$ cat config.mk
export PLATFORM = sky130hd
export DESIGN_NAME = branch_resolve_unit_flat
export DESIGN_NICKNAME = d
export VERILOG_FILES = /design/src/rtl/branch_resolve_unit_pkg.sv /design/src/rtl/branch_resolve_unit_if.sv /design/src/rtl/branch_resolve_unit_cmp.sv /design/src/rtl/branch_resolve_unit.sv /design/src/flat_wrapper.sv
export SDC_FILE = /design/constraint.sdc
export NUM_CORES = 1
export LEC_CHECK = 0
export ABC_AREA = 1
export CAP_MARGIN = 15
export CELL_PAD_IN_SITES_DETAIL_PLACEMENT = 1
export CELL_PAD_IN_SITES_GLOBAL_PLACEMENT = 2
export CORE_ASPECT_RATIO = 0.75
export CORE_MARGIN = 5
export CORE_UTILIZATION = 31
export DETAILED_ROUTE_END_ITERATION = 12
export MAX_ROUTING_LAYER = met4
export PLACE_DENSITY_LB_ADDON = 0.1
export SYNTH_ARGS = -nofsm -noshare
export SYNTH_HDL_FRONTEND = slang
export SYNTH_SLANG_ARGS = --single-unit
export TNS_END_PERCENT = 5
$ cat constraint.sdc
create_clock -name clk -period 2.6 [get_ports clk]
set_input_delay 0.52 -clock clk [delete_from_list [all_inputs] [get_ports clk]]
set_output_delay 0.52 -clock clk [all_outputs]
set_load 0.02 [all_outputs]
$ cat src/rtl/branch_resolve_unit_pkg.sv
// rtl/branch_resolve_unit_pkg.sv - shared opcode encodings for the branch resolve unit
package branch_resolve_unit_pkg;

  localparam int OP_W = 4;

  // Execute-stage branch/jump opcodes; every other 4-bit value is illegal here.
  localparam logic [OP_W-1:0] EXE_BEQ_OP  = 4'h0;
  localparam logic [OP_W-1:0] EXE_BNE_OP  = 4'h1;
  localparam logic [OP_W-1:0] EXE_BLT_OP  = 4'h2;
  localparam logic [OP_W-1:0] EXE_BGE_OP  = 4'h3;
  localparam logic [OP_W-1:0] EXE_BLTU_OP = 4'h4;
  localparam logic [OP_W-1:0] EXE_BGEU_OP = 4'h5;
  localparam logic [OP_W-1:0] EXE_JAL_OP  = 4'h6;
  localparam logic [OP_W-1:0] EXE_JALR_OP = 4'h7;

endpackage

$ cat src/rtl/branch_resolve_unit_if.sv
// rtl/branch_resolve_unit_if.sv - uop request / resolved result handshake bundle
interface branch_resolve_unit_if
  import branch_resolve_unit_pkg::*;
#(
  parameter int XLEN = 32
);
  logic            in_valid;
  logic            in_ready;
  logic [OP_W-1:0] in_op;
  logic [XLEN-1:0] in_rs1;
  logic [XLEN-1:0] in_rs2;
  logic [XLEN-1:0] in_pc;
  logic [XLEN-1:0] in_imm;
  logic            in_pred_taken;
  logic [XLEN-1:0] in_pred_target;

  logic            out_valid;
  logic            out_ready;
  logic            out_taken;
  logic [XLEN-1:0] out_target;
  logic [XLEN-1:0] out_link;
  logic            out_mispredict;
  logic [XLEN-1:0] out_redirect_pc;
  logic            out_illegal;

  modport master (
    output in_valid, in_op, in_rs1, in_rs2, in_pc, in_imm, in_pred_taken, in_pred_target,
    output out_ready,
    input  in_ready,
    input  out_valid, out_taken, out_target, out_link, out_mispredict, out_redirect_pc, out_illegal
  );

  modport slave (
    input  in_valid, in_op, in_rs1, in_rs2, in_pc, in_imm, in_pred_taken, in_pred_target,
    input  out_ready,
    output in_ready,
    output out_valid, out_taken, out_target, out_link, out_mispredict, out_redirect_pc, out_illegal
  );

endinterface

$ cat src/rtl/branch_resolve_unit_cmp.sv
// rtl/branch_resolve_unit_cmp.sv - combinational direction decision and opcode legality
module branch_cmp
  import branch_resolve_unit_pkg::*;
#(
  parameter int XLEN = 32
) (
  input  logic [OP_W-1:0] op_i,
  input  logic [XLEN-1:0] rs1_i,
  input  logic [XLEN-1:0] rs2_i,
  output logic            taken_o,
  output logic            illegal_o
);

  always_comb begin
    taken_o   = 1'b0;
    illegal_o = 1'b0;
    case (op_i)
      EXE_BEQ_OP:  taken_o = (rs1_i == rs2_i);
      EXE_BNE_OP:  taken_o = (rs1_i != rs2_i);
      EXE_BLT_OP:  taken_o = ($signed(rs1_i) <  $signed(rs2_i));
      EXE_BGE_OP:  taken_o = ($signed(rs1_i) >= $signed(rs2_i));
      EXE_BLTU_OP: taken_o = (rs1_i <  rs2_i);
      EXE_BGEU_OP: taken_o = (rs1_i >= rs2_i);
      EXE_JAL_OP,
      EXE_JALR_OP: taken_o = 1'b1;
      default:     illegal_o = 1'b1;
    endcase
  end

endmodule

$ cat src/rtl/branch_resolve_unit.sv
// rtl/branch_resolve_unit.sv - two-stage branch/jump resolution with flow control and counters
module branch_resolve_unit
  import branch_resolve_unit_pkg::*;
#(
  parameter int XLEN  = 32,
  parameter int CNT_W = 32
) (
  input  logic                 clk,
  input  logic                 rst_n,
  input  logic                 flush,
  input  logic                 cnt_clr,
  branch_resolve_unit_if.slave bus,
  output logic [CNT_W-1:0]     cnt_branches,
  output logic [CNT_W-1:0]     cnt_mispredicts
);

  logic            s1_valid_q, s1_valid_d;
  logic [OP_W-1:0] s1_op_q;
  logic [XLEN-1:0] s1_rs1_q, s1_rs2_q, s1_pc_q, s1_imm_q, s1_pred_target_q;
  logic            s1_pred_taken_q;

  logic            s2_valid_q, s2_valid_d;
  logic            s2_taken_q, s2_mispredict_q, s2_illegal_q;
  logic [XLEN-1:0] s2_target_q, s2_link_q, s2_redirect_q;

  logic [CNT_W-1:0] cnt_br_q, cnt_br_d, cnt_mp_q, cnt_mp_d;

  logic s2_adv, in_fire, s2_load, cnt_inc;

  assign s2_adv      = !s2_valid_q || bus.out_ready;
  assign bus.in_ready = !flush && (!s1_valid_q || s2_adv);
  assign in_fire     = bus.in_valid && bus.in_ready;
  assign s2_load     = !flush && s2_adv && s1_valid_q;

  always_comb begin
    s1_valid_d = s1_valid_q;
    s2_valid_d = s2_valid_q;
    if (flush) begin
      s1_valid_d = 1'b0;
      s2_valid_d = 1'b0;
    end else begin
      if (bus.in_ready) s1_valid_d = bus.in_valid;
      if (s2_adv)       s2_valid_d = s1_valid_q;
    end
  end

  always_ff @(posedge clk or negedge rst_n) begin
    if (!rst_n) begin
      s1_valid_q       <= 1'b0;
      s1_op_q          <= '0;
      s1_rs1_q         <= '0;
      s1_rs2_q         <= '0;
      s1_pc_q          <= '0;
      s1_imm_q         <= '0;
      s1_pred_taken_q  <= 1'b0;
      s1_pred_target_q <= '0;
    end else begin
      s1_valid_q <= s1_valid_d;
      if (in_fire) begin
        s1_op_q          <= bus.in_op;
        s1_rs1_q         <= bus.in_rs1;
        s1_rs2_q         <= bus.in_rs2;
        s1_pc_q          <= bus.in_pc;
        s1_imm_q         <= bus.in_imm;
        s1_pred_taken_q  <= bus.in_pred_taken;
        s1_pred_target_q <= bus.in_pred_target;
      end
    end
  end

  logic            cmp_taken, cmp_illegal;
  logic [XLEN-1:0] br_sum, jalr_sum, res_target, res_link, res_redirect;
  logic            res_mispredict;

  branch_cmp #(.XLEN(XLEN)) u_cmp (
    .op_i      (s1_op_q),
    .rs1_i     (s1_rs1_q),
    .rs2_i     (s1_rs2_q),
    .taken_o   (cmp_taken),
    .illegal_o (cmp_illegal)
  );

  // Illegal ops fall out naturally: not JALR so target is pc+imm, and taken=0 so redirect is pc+4.
  assign br_sum         = s1_pc_q + s1_imm_q;
  assign jalr_sum       = s1_rs1_q + s1_imm_q;
  assign res_target     = (s1_op_q == EXE_JALR_OP) ? (jalr_sum & ~{{(XLEN-1){1'b0}}, 1'b1}) : br_sum;
  assign res_link       = s1_pc_q + XLEN'(4);
  assign res_redirect   = cmp_taken ? res_target : res_link;
  assign res_mispredict = !cmp_illegal &&
                          ((cmp_taken != s1_pred_taken_q) ||
                           (cmp_taken && (res_target != s1_pred_target_q)));

  always_ff @(posedge clk or negedge rst_n) begin
    if (!rst_n) begin
      s2_valid_q      <= 1'b0;
      s2_taken_q      <= 1'b0;
      s2_mispredict_q <= 1'b0;
      s2_illegal_q    <= 1'b0;
      s2_target_q     <= '0;
      s2_link_q       <= '0;
      s2_redirect_q   <= '0;
    end else begin
      s2_valid_q <= s2_valid_d;
      if (s2_load) begin
        s2_taken_q      <= cmp_taken;
        s2_mispredict_q <= res_mispredict;
        s2_illegal_q    <= cmp_illegal;
        s2_target_q     <= res_target;
        s2_link_q       <= res_link;
        s2_redirect_q   <= res_redirect;
      end
    end
  end

  assign bus.out_valid       = s2_valid_q;
  assign bus.out_taken       = s2_taken_q;
  assign bus.out_target      = s2_target_q;
  assign bus.out_link        = s2_link_q;
  assign bus.out_mispredict  = s2_mispredict_q;
  assign bus.out_redirect_pc = s2_redirect_q;
  assign bus.out_illegal     = s2_illegal_q;

  // A flushed handshake is not a retirement, so it never counts.
  assign cnt_inc = s2_valid_q && bus.out_ready && !s2_illegal_q && !flush;

  always_comb begin
    cnt_br_d = cnt_br_q;
    cnt_mp_d = cnt_mp_q;
    if (cnt_clr) begin
      cnt_br_d = '0;
      cnt_mp_d = '0;
    end else if (cnt_inc) begin
      if (cnt_br_q != '1)                      cnt_br_d = cnt_br_q + CNT_W'(1);
      if (s2_mispredict_q && (cnt_mp_q != '1)) cnt_mp_d = cnt_mp_q + CNT_W'(1);
    end
  end

  always_ff @(posedge clk or negedge rst_n) begin
    if (!rst_n) begin
      cnt_br_q <= '0;
      cnt_mp_q <= '0;
    end else begin
      cnt_br_q <= cnt_br_d;
      cnt_mp_q <= cnt_mp_d;
    end
  end

  assign cnt_branches    = cnt_br_q;
  assign cnt_mispredicts = cnt_mp_q;

endmodule

$ cat src/flat_wrapper.sv
// flat-port wrapper written by rule: the top's interface ports become plain ports
module branch_resolve_unit_flat import branch_resolve_unit_pkg::*;
#(
  parameter int XLEN  = 32,
  parameter int CNT_W = 32
)
  (clk, rst_n, flush, cnt_clr, cnt_branches, cnt_mispredicts, bus_in_valid, bus_in_op, bus_in_rs1, bus_in_rs2, bus_in_pc, bus_in_imm, bus_in_pred_taken, bus_in_pred_target, bus_out_ready, bus_in_ready, bus_out_valid, bus_out_taken, bus_out_target, bus_out_link, bus_out_mispredict, bus_out_redirect_pc, bus_out_illegal);
  branch_resolve_unit_if #(.XLEN(XLEN)) bus_i ();
  input  logic clk;
  input  logic rst_n;
  input  logic flush;
  input  logic cnt_clr;
  output logic [CNT_W-1:0] cnt_branches;
  output logic [CNT_W-1:0] cnt_mispredicts;
  input wire logic [$bits(bus_i.in_valid)-1:0] bus_in_valid;
  input wire logic [$bits(bus_i.in_op)-1:0] bus_in_op;
  input wire logic [$bits(bus_i.in_rs1)-1:0] bus_in_rs1;
  input wire logic [$bits(bus_i.in_rs2)-1:0] bus_in_rs2;
  input wire logic [$bits(bus_i.in_pc)-1:0] bus_in_pc;
  input wire logic [$bits(bus_i.in_imm)-1:0] bus_in_imm;
  input wire logic [$bits(bus_i.in_pred_taken)-1:0] bus_in_pred_taken;
  input wire logic [$bits(bus_i.in_pred_target)-1:0] bus_in_pred_target;
  input wire logic [$bits(bus_i.out_ready)-1:0] bus_out_ready;
  output wire logic [$bits(bus_i.in_ready)-1:0] bus_in_ready;
  output wire logic [$bits(bus_i.out_valid)-1:0] bus_out_valid;
  output wire logic [$bits(bus_i.out_taken)-1:0] bus_out_taken;
  output wire logic [$bits(bus_i.out_target)-1:0] bus_out_target;
  output wire logic [$bits(bus_i.out_link)-1:0] bus_out_link;
  output wire logic [$bits(bus_i.out_mispredict)-1:0] bus_out_mispredict;
  output wire logic [$bits(bus_i.out_redirect_pc)-1:0] bus_out_redirect_pc;
  output wire logic [$bits(bus_i.out_illegal)-1:0] bus_out_illegal;
  assign bus_i.in_valid = bus_in_valid;
  assign bus_i.in_op = bus_in_op;
  assign bus_i.in_rs1 = bus_in_rs1;
  assign bus_i.in_rs2 = bus_in_rs2;
  assign bus_i.in_pc = bus_in_pc;
  assign bus_i.in_imm = bus_in_imm;
  assign bus_i.in_pred_taken = bus_in_pred_taken;
  assign bus_i.in_pred_target = bus_in_pred_target;
  assign bus_i.out_ready = bus_out_ready;
  assign bus_in_ready = bus_i.in_ready;
  assign bus_out_valid = bus_i.out_valid;
  assign bus_out_taken = bus_i.out_taken;
  assign bus_out_target = bus_i.out_target;
  assign bus_out_link = bus_i.out_link;
  assign bus_out_mispredict = bus_i.out_mispredict;
  assign bus_out_redirect_pc = bus_i.out_redirect_pc;
  assign bus_out_illegal = bus_i.out_illegal;
  branch_resolve_unit #(.XLEN(XLEN), .CNT_W(CNT_W)) u_core (.clk(clk), .rst_n(rst_n), .flush(flush), .cnt_clr(cnt_clr), .bus(bus_i), .cnt_branches(cnt_branches), .cnt_mispredicts(cnt_mispredicts));
endmodule
Yosys cells after proc, flatten, opt, wreduce, memory -nomap -nowiden
Cells that the tools add are included.
{"block": "totals", "out_inout_bits": 165, "wordCells": 80, "inputBits": 171, "reg_bits": 330}
{"block": "classes", "n_reduce_logical": 27, "n_lt_le_gt_ge": 4, "muxes": 14, "eq_ne": 13, "add_sub_neg": 5}
{"operator": "$mux 32", "count": 8}
{"operator": "$add 32x1->32 const B", "count": 2}
{"operator": "$add 32x32->32", "count": 2}
{"operator": "$ge 32x32->1", "count": 2}
{"operator": "$lt 32x32->1", "count": 2}
{"operator": "$ne 32x32->1", "count": 2}
{"operator": "$ne 32x32->1 const B", "count": 2}
{"operator": "$add 32x3->32 const B", "count": 1}
{"operator": "$eq 32x32->1", "count": 1}
{"operator": "$eq 4x3->1 const B", "count": 4}
{"operator": "$logic_and 1x1->1", "count": 10}
{"operator": "$reduce_bool 2->1", "count": 5}
{"operator": "$eq 4x2->1 const B", "count": 2}
{"operator": "$reduce_or 8->1", "count": 1}
{"operator": "$pmux 1 s7", "count": 1}
{"operator": "$mux 1", "count": 5}
{"operator": "$eq 4x1->1 const B", "count": 1}
{"operator": "$logic_not 1->1", "count": 4}
{"operator": "$logic_not 4->1", "count": 1}
{"operator": "$reduce_and 2->1", "count": 2}
{"operator": "$logic_or 1x1->1", "count": 3}
{"operator": "$reduce_or 2->1", "count": 1}
{"operator": "$ne 1x1->1", "count": 1}

Logic depth before layout (Yosys ltp)
{"block": "logic_depth", "ltp_word": 6, "depth_mapped": 21}

Hierarchy
From an unflattened synthesis, not the netlist that was laid out.
{"block": "unflattened", "cells_unflattened": 2875, "hier_area_um2": 21095.2}
{"mod": "branch_resolve_unit", "seq_area_each_um2": 8257.9, "cells_per_inst": 2699, "area_each_um2": 20054.2, "n_inst": 1}
{"mod": "branch_cmp", "seq_area_each_um2": 0.0, "cells_per_inst": 176, "area_each_um2": 1041.0, "n_inst": 1}

Worst setup path after synthesis
Ideal clock, no wire load.
{"block": "synth_path", "kind": "reg-to-reg", "from": "register u_core.s1_pc_q[0]", "to": "register u_core.s2_mispredict_q, in the netlist u_core.bus.out_mispredict", "period_less_slack_ns": 2.348, "required_time_ns": 2.479, "t_arrival_ns": 2.227, "slack_ns": 0.252, "setup_time_ns": 0.121, "stages_incl_launch_ff": 21, "cell_sequence": "dfrtp_1 ha_1 fa_1 nand3_1 nand2_1 nand2_1 nand2_1 nand2_1 nand2_1 nand2_1 nand2_1 nand2_1 nand3_1 nand3_1 nand2_1 nor2_1 nand2_1 nor2_1 nand2_1 o21bai_1 nand2_1"}
{"block": "synth_between", "elab_chain_cells": 6}
{"item": "from (decl)", "line": "branch_resolve_unit.sv:19", "text": "logic [XLEN-1:0] s1_rs1_q, s1_rs2_q, s1_pc_q, s1_imm_q, s1_pred_target_q;"}
{"item": "from (signal assigned)", "line": "branch_resolve_unit.sv:63", "text": "s1_pc_q <= bus.in_pc;"}
{"item": "$add 32x32->32", "line": "branch_resolve_unit.sv:84", "text": "assign br_sum = s1_pc_q + s1_imm_q;"}
{"item": "$mux 32", "line": "branch_resolve_unit.sv:86", "text": "assign res_target = (s1_op_q == EXE_JALR_OP) ? (jalr_sum & ~{{(XLEN-1){1'b0}}, 1'b1}) : br_sum;"}
{"item": "$ne 32x32->1", "line": "branch_resolve_unit.sv:91", "text": "(cmp_taken && (res_target != s1_pred_target_q)));"}
{"item": "$logic_and 1x1->1", "line": "branch_resolve_unit.sv:91"}
{"item": "$logic_or 1x1->1", "line": "branch_resolve_unit.sv:90", "text": "((cmp_taken != s1_pred_taken_q) ||"}
{"item": "$logic_and 1x1->1", "line": "branch_resolve_unit.sv:89", "text": "assign res_mispredict = !cmp_illegal &&"}
{"item": "to (signal assigned)", "line": "branch_resolve_unit.sv:106", "text": "s2_mispredict_q <= res_mispredict;"}
{"item": "to (decl)", "line": "branch_resolve_unit.sv:23", "text": "logic s2_taken_q, s2_mispredict_q, s2_illegal_q;"}
No other way between the ends.
A chain may end at the register's enable or synchronous reset.

Worst setup path after layout
{"block": "layout_path", "from": "register u_core.s1_rs1_q[12]", "to": "register u_core.s2_redirect_q[26], in the netlist u_core.bus.out_redirect_pc[26]"}
{"block": "layout_between", "elab_chain_cells": 3}
{"item": "from (decl)", "line": "branch_resolve_unit.sv:19"}
{"item": "from (signal assigned)", "line": "branch_resolve_unit.sv:61", "text": "s1_rs1_q <= bus.in_rs1;"}
{"item": "$ge 32x32->1 (tied with other cells)", "line": "branch_resolve_unit_cmp.sv:23", "text": "EXE_BGEU_OP: taken_o = (rs1_i >= rs2_i);"}
{"item": "$pmux 1 s7 or $mux 32 (tied branches)", "line": "branch_resolve_unit_cmp.sv:17, branch_resolve_unit.sv:86"}
{"item": "$mux 32 (*)", "line": "branch_resolve_unit.sv:88", "text": "assign res_redirect = cmp_taken ? res_target : res_link;"}
{"item": "to (signal assigned)", "line": "branch_resolve_unit.sv:110", "text": "s2_redirect_q <= res_redirect;"}
{"item": "to (decl)", "line": "branch_resolve_unit.sv:24", "text": "logic [XLEN-1:0] s2_target_q, s2_link_q, s2_redirect_q;"}
Mark *: on every way between the ends. The rest lies on a longest branch, timed or not.

==> results.txt <==
The global-route met1 utilization came out at 36.5%. The detailed router's first-iteration violation count is 1257. The number of standard cells in the layout, taps in and fillers out is 4635.

Data on the critical path arrives at its endpoint at 3.31 ns. The global-route wire length before repair came out at 144000 um. The setup TNS is -7.23 ns. The starting utilization of the core area is 31.2%.

Internal power comes to 14800 uW. The clock transition time at the flip-flop clock pins of the worst setup and hold paths came out at 0.06 ns. The overall via count from detail_route is 22600. The routed wire length came out at 95700 um. The final count of pins violating max slew came out at 0. The flow ran to the end, but the final reports show violations. The post-route clock period utilization came out at 109%.

The busiest layer in global routing is met2. Max-cap violations in this run came to 0. By instance count, the leading cell after synthesis is nand2_1. The time the final worst path needs with I/O delays and setup came out at 2.84 ns. The cell area that synthesis handed to floorplanning was 21300 um^2. The number of enable-type register cells in the synthesized netlist came out at 0. After technology mapping, the gate count stands at 2959.

The share of synthesized flip-flops with an asynchronous set or reset is 100%. In this run the power spent charging and discharging nets is 10200 uW. The relative contribution of combinational cells to total power is 49.7%.

After synthesis, the netlist uses 46 different library cells. For the worst-skew pair, the clock arrives at the later sink with an insertion delay of 0.58 ns. In this run, synthesis produced a sequential element count of 330.

In this run the critical register-to-register path is launched from u_core.s1_rs1_q[12]. The final reports fail on setup timing. The slack of the critical path came out at -0.245 ns. Sorting the synthesized cells by how often they occur yields 935 x nand2_1, 417 x inv_1, 330 x dfrtp_1, 251 x nor2_1, 219 x nand3_1. The largest fanout of any net on the critical path is 12. The worst endpoint required time came out at 3.06 ns. The worst min-delay path category is reg -> reg. In the routed layout, each cell is associated on average with a via count of 4.88.

The number of global-route vias before repair came out at 23700. The area added between synthesis and finish came out at 51.3%. The worst pin sits at a relative slew slack of 50.0%. The cell leakage power came out at 0.0157 uW. Across the routed clock network, the largest skew measured is 0.0246 ns. The switching fraction of total power is 40.9%. The critical path starts at u_core.s1_rs1_q[12]. The clock sink count is 330. The number of H-tree levels is 2. The final core utilization is 47.1%.

During placement, the flow inserted port buffers numbering 335. Setup repair after global routing could not meet its margin everywhere. Entering global routing, the biggest net connects 71 pins. After the last flow step, the layout net total stands at 3976.

The initial antenna violation count came out at 4. The average wire per standard cell came out at 20.6 um. The synthesis warning total came out at 0.

The total routing resource utilization after global routing came out at 25.9%. The die covers 74000 um^2. The worst setup path is launched from a flop. The share of the synthesized area in the top cell type is 38.8%. The element type at the critical path end is a flop. The internal reg-to-reg setup slack is -0.24 ns. Buffers inserted during clock tree synthesis total 41. The core footprint is 68200 um^2.

The fraction of layout cells with a size suffix above 1 came out at 26.7%. Routability-driven placement finished with a final weighted congestion of 0.941. The power density normalized to cell area came out at 778 nW/um^2. The top-level port count came out at 336. The synthesized area per cell came out at 7.18 um^2.

Once placement completed, the tool counted placed cells totaling 4532. The most used flip-flop cell after synthesis is dfrtp_1. The total grt overflow came out at 0. The met3 routing resource usage after global routing is 4.30%. Yosys attributes the largest share of cell area to dfrtp_1 39%, nand2_1 17%, inv_1 7.4%, ha_1 5.7%, nand3_1 5.2%. Sequential elements use 38.8% of the synthesized area. The transition time at the pin with the least slew margin is 0.745 ns.

The residual DRC count came out at 0. The number of optimization iterations in the first detailed-route pass is 5. The standard-cell row count came out at 83. The synthesized net count came out at 3228.

The detailed placer's ending HPWL came out at 77200 um. The startpoint identified for the worst hold timing path is u_core.bus.out_redirect_pc[20]. The root buffer cell is clkbuf_16.

The hold violation total from the final report came to 0. The remaining antenna violation count is 0. The post-placement setup slack is -0.614 ns.

The category of the critical setup timing path is reg -> reg. The upper clock frequency limit came out at 0.352 GHz. TritonCTS built the clock tree.

The maximum vdd drop is 0.486 mV. The longest clock path from root to sink contains 3 buffers. The largest area contributor in the synthesized netlist is dfrtp_1.

The die width came out at 312 um. The clock share of power is 23.4%. The met2 routing resource usage after global routing came out at 39.4%. The final setup violation count came out at 36. The fraction of power consumed by sequential logic is 27.0%. The die outline height came out at 237 um.
==> final timing paths <==
kind	endpoint	cells after the start
setup / recovery	u_core.bus.out_redirect_pc[26]	17
hold / removal	u_core.bus.out_redirect_pc[20]	2
setup reg to reg	u_core.bus.out_redirect_pc[26]	17
hold reg to reg	u_core.bus.out_redirect_pc[20]	2
max in group asynchronous	u_core.bus.out_target[12]	3
min in group asynchronous	u_core.s1_rs2_q[26]	2
==> timing repair <==
item / CTS / global route
gates resized for setup: 282 / 147
cloned: 0 / 3
setup endpoints to repair: 48 / 51
pin swaps: 68 / 57
buffers inserted: 10 / 10
hold buffers: 1 / 0
hold endpoints to repair: 53 / 0
==> layer usage <==
metal / wire length (um) / vias up
met1: 46900 / 11100
met5: 0 / -
met3: 4530 / 106
li1: - / 11000
met4: 1970 / 0
met2: 42200 / 440
==> worst max-delay path: stages (launching register included) <==
cell       delay (ns)
dfrtp_1          0.42
ha_1             0.29
nand2_1          0.09
nor2_4           0.16
nand4_4          0.15
nor3_4           0.22
buf_6            0.14
and2_4           0.15
nor2_2           0.03
nor2_1           0.13
nand2_1          0.08
inv_2            0.07
nand2_2          0.06
nor2_4           0.17
nand2_8          0.13
clkbuf_16        0.21
o21ai_1          0.15
nand2_1          0.06
==> cells by family (layout without fill, tap and decap cells) <==
| logic type | after synthesis | count (layout) | share of synthesized area [%] |
|---|---|---|---|
| multiplexers | 88 | 88 | 4.66 |
| buffers and inverters | 501 | 1280 | 9.02 |
| XOR/XNOR | 44 | 44 | 1.81 |
| flip-flops | 330 | 330 | 38.8 |
| other | 0 | 5 | 0 |
| AND/OR/NAND/NOR | 1566 | 1566 | 31.2 |
| AO/OA/AOI/OAI | 332 | 332 | 8.59 |
| adder cells (fa/ha/maj) | 98 | 98 | 5.84 |
==> final cells by class <==
class / count / area [um^2]
tap: 892 / 1120
antenna: 5 / 12.5
sequential: 330 / 8280
timing repair buffer: 775 / 6980
inverter: 431 / 1620
clock buffer: 59 / 1180
clock inverter: 15 / 150
multi-input combinational: 2128 / 12800
fill: 8274 / 36100
==> placed cells by master (no fill, tap or decap), types with 11 or more instances in the layout <==
cell	count
a21oi_1	149
a21oi_2	32
buf_12	17
buf_4	407
buf_6	11
clkbuf_16	44
clkdlybuf4s50_1	333
dfrtp_1	312
dfrtp_2	18
ha_1	54
ha_4	41
inv_1	404
inv_2	26
mux2_2	88
nand2_1	816
nand2_2	105
nand2_4	20
nand3_1	164
nand3_2	45
nand3_4	12
nand4_1	49
nor2_1	209
nor2_2	36
nor2_4	24
nor3_1	36
nor4_1	15
o21ai_0	71
o21ai_1	19
o21ai_2	13
o31ai_1	16
xnor2_1	16
xor2_1	27
==> per-stage QoR <==
step                      power, uW  cell area, um^2  hold slack [ns]
after detailed placement      17700            28800            0.468
final                         25000            32200            0.478
after global routing          26600            32200            0.504
after floorplan               11800            21300            0.224
after CTS                     24700            31400            0.472
after global placement        17500            28800            0.467
==> power groups by stage <==
stage | registers (uW) | clock network (uW) | logic (uW)
2_1_floorplan | 7200 | 0 | 4600
3_3_place_gp | 6730 | 0 | 10700
3_5_place_dp | 6750 | 0 | 10900
4_1_cts | 6750 | 6050 | 11900
5_1_grt | 6850 | 6240 | 13500
6_report | 6740 | 5850 | 12400
No activity file was read; power rests on OpenSTA's default activity.
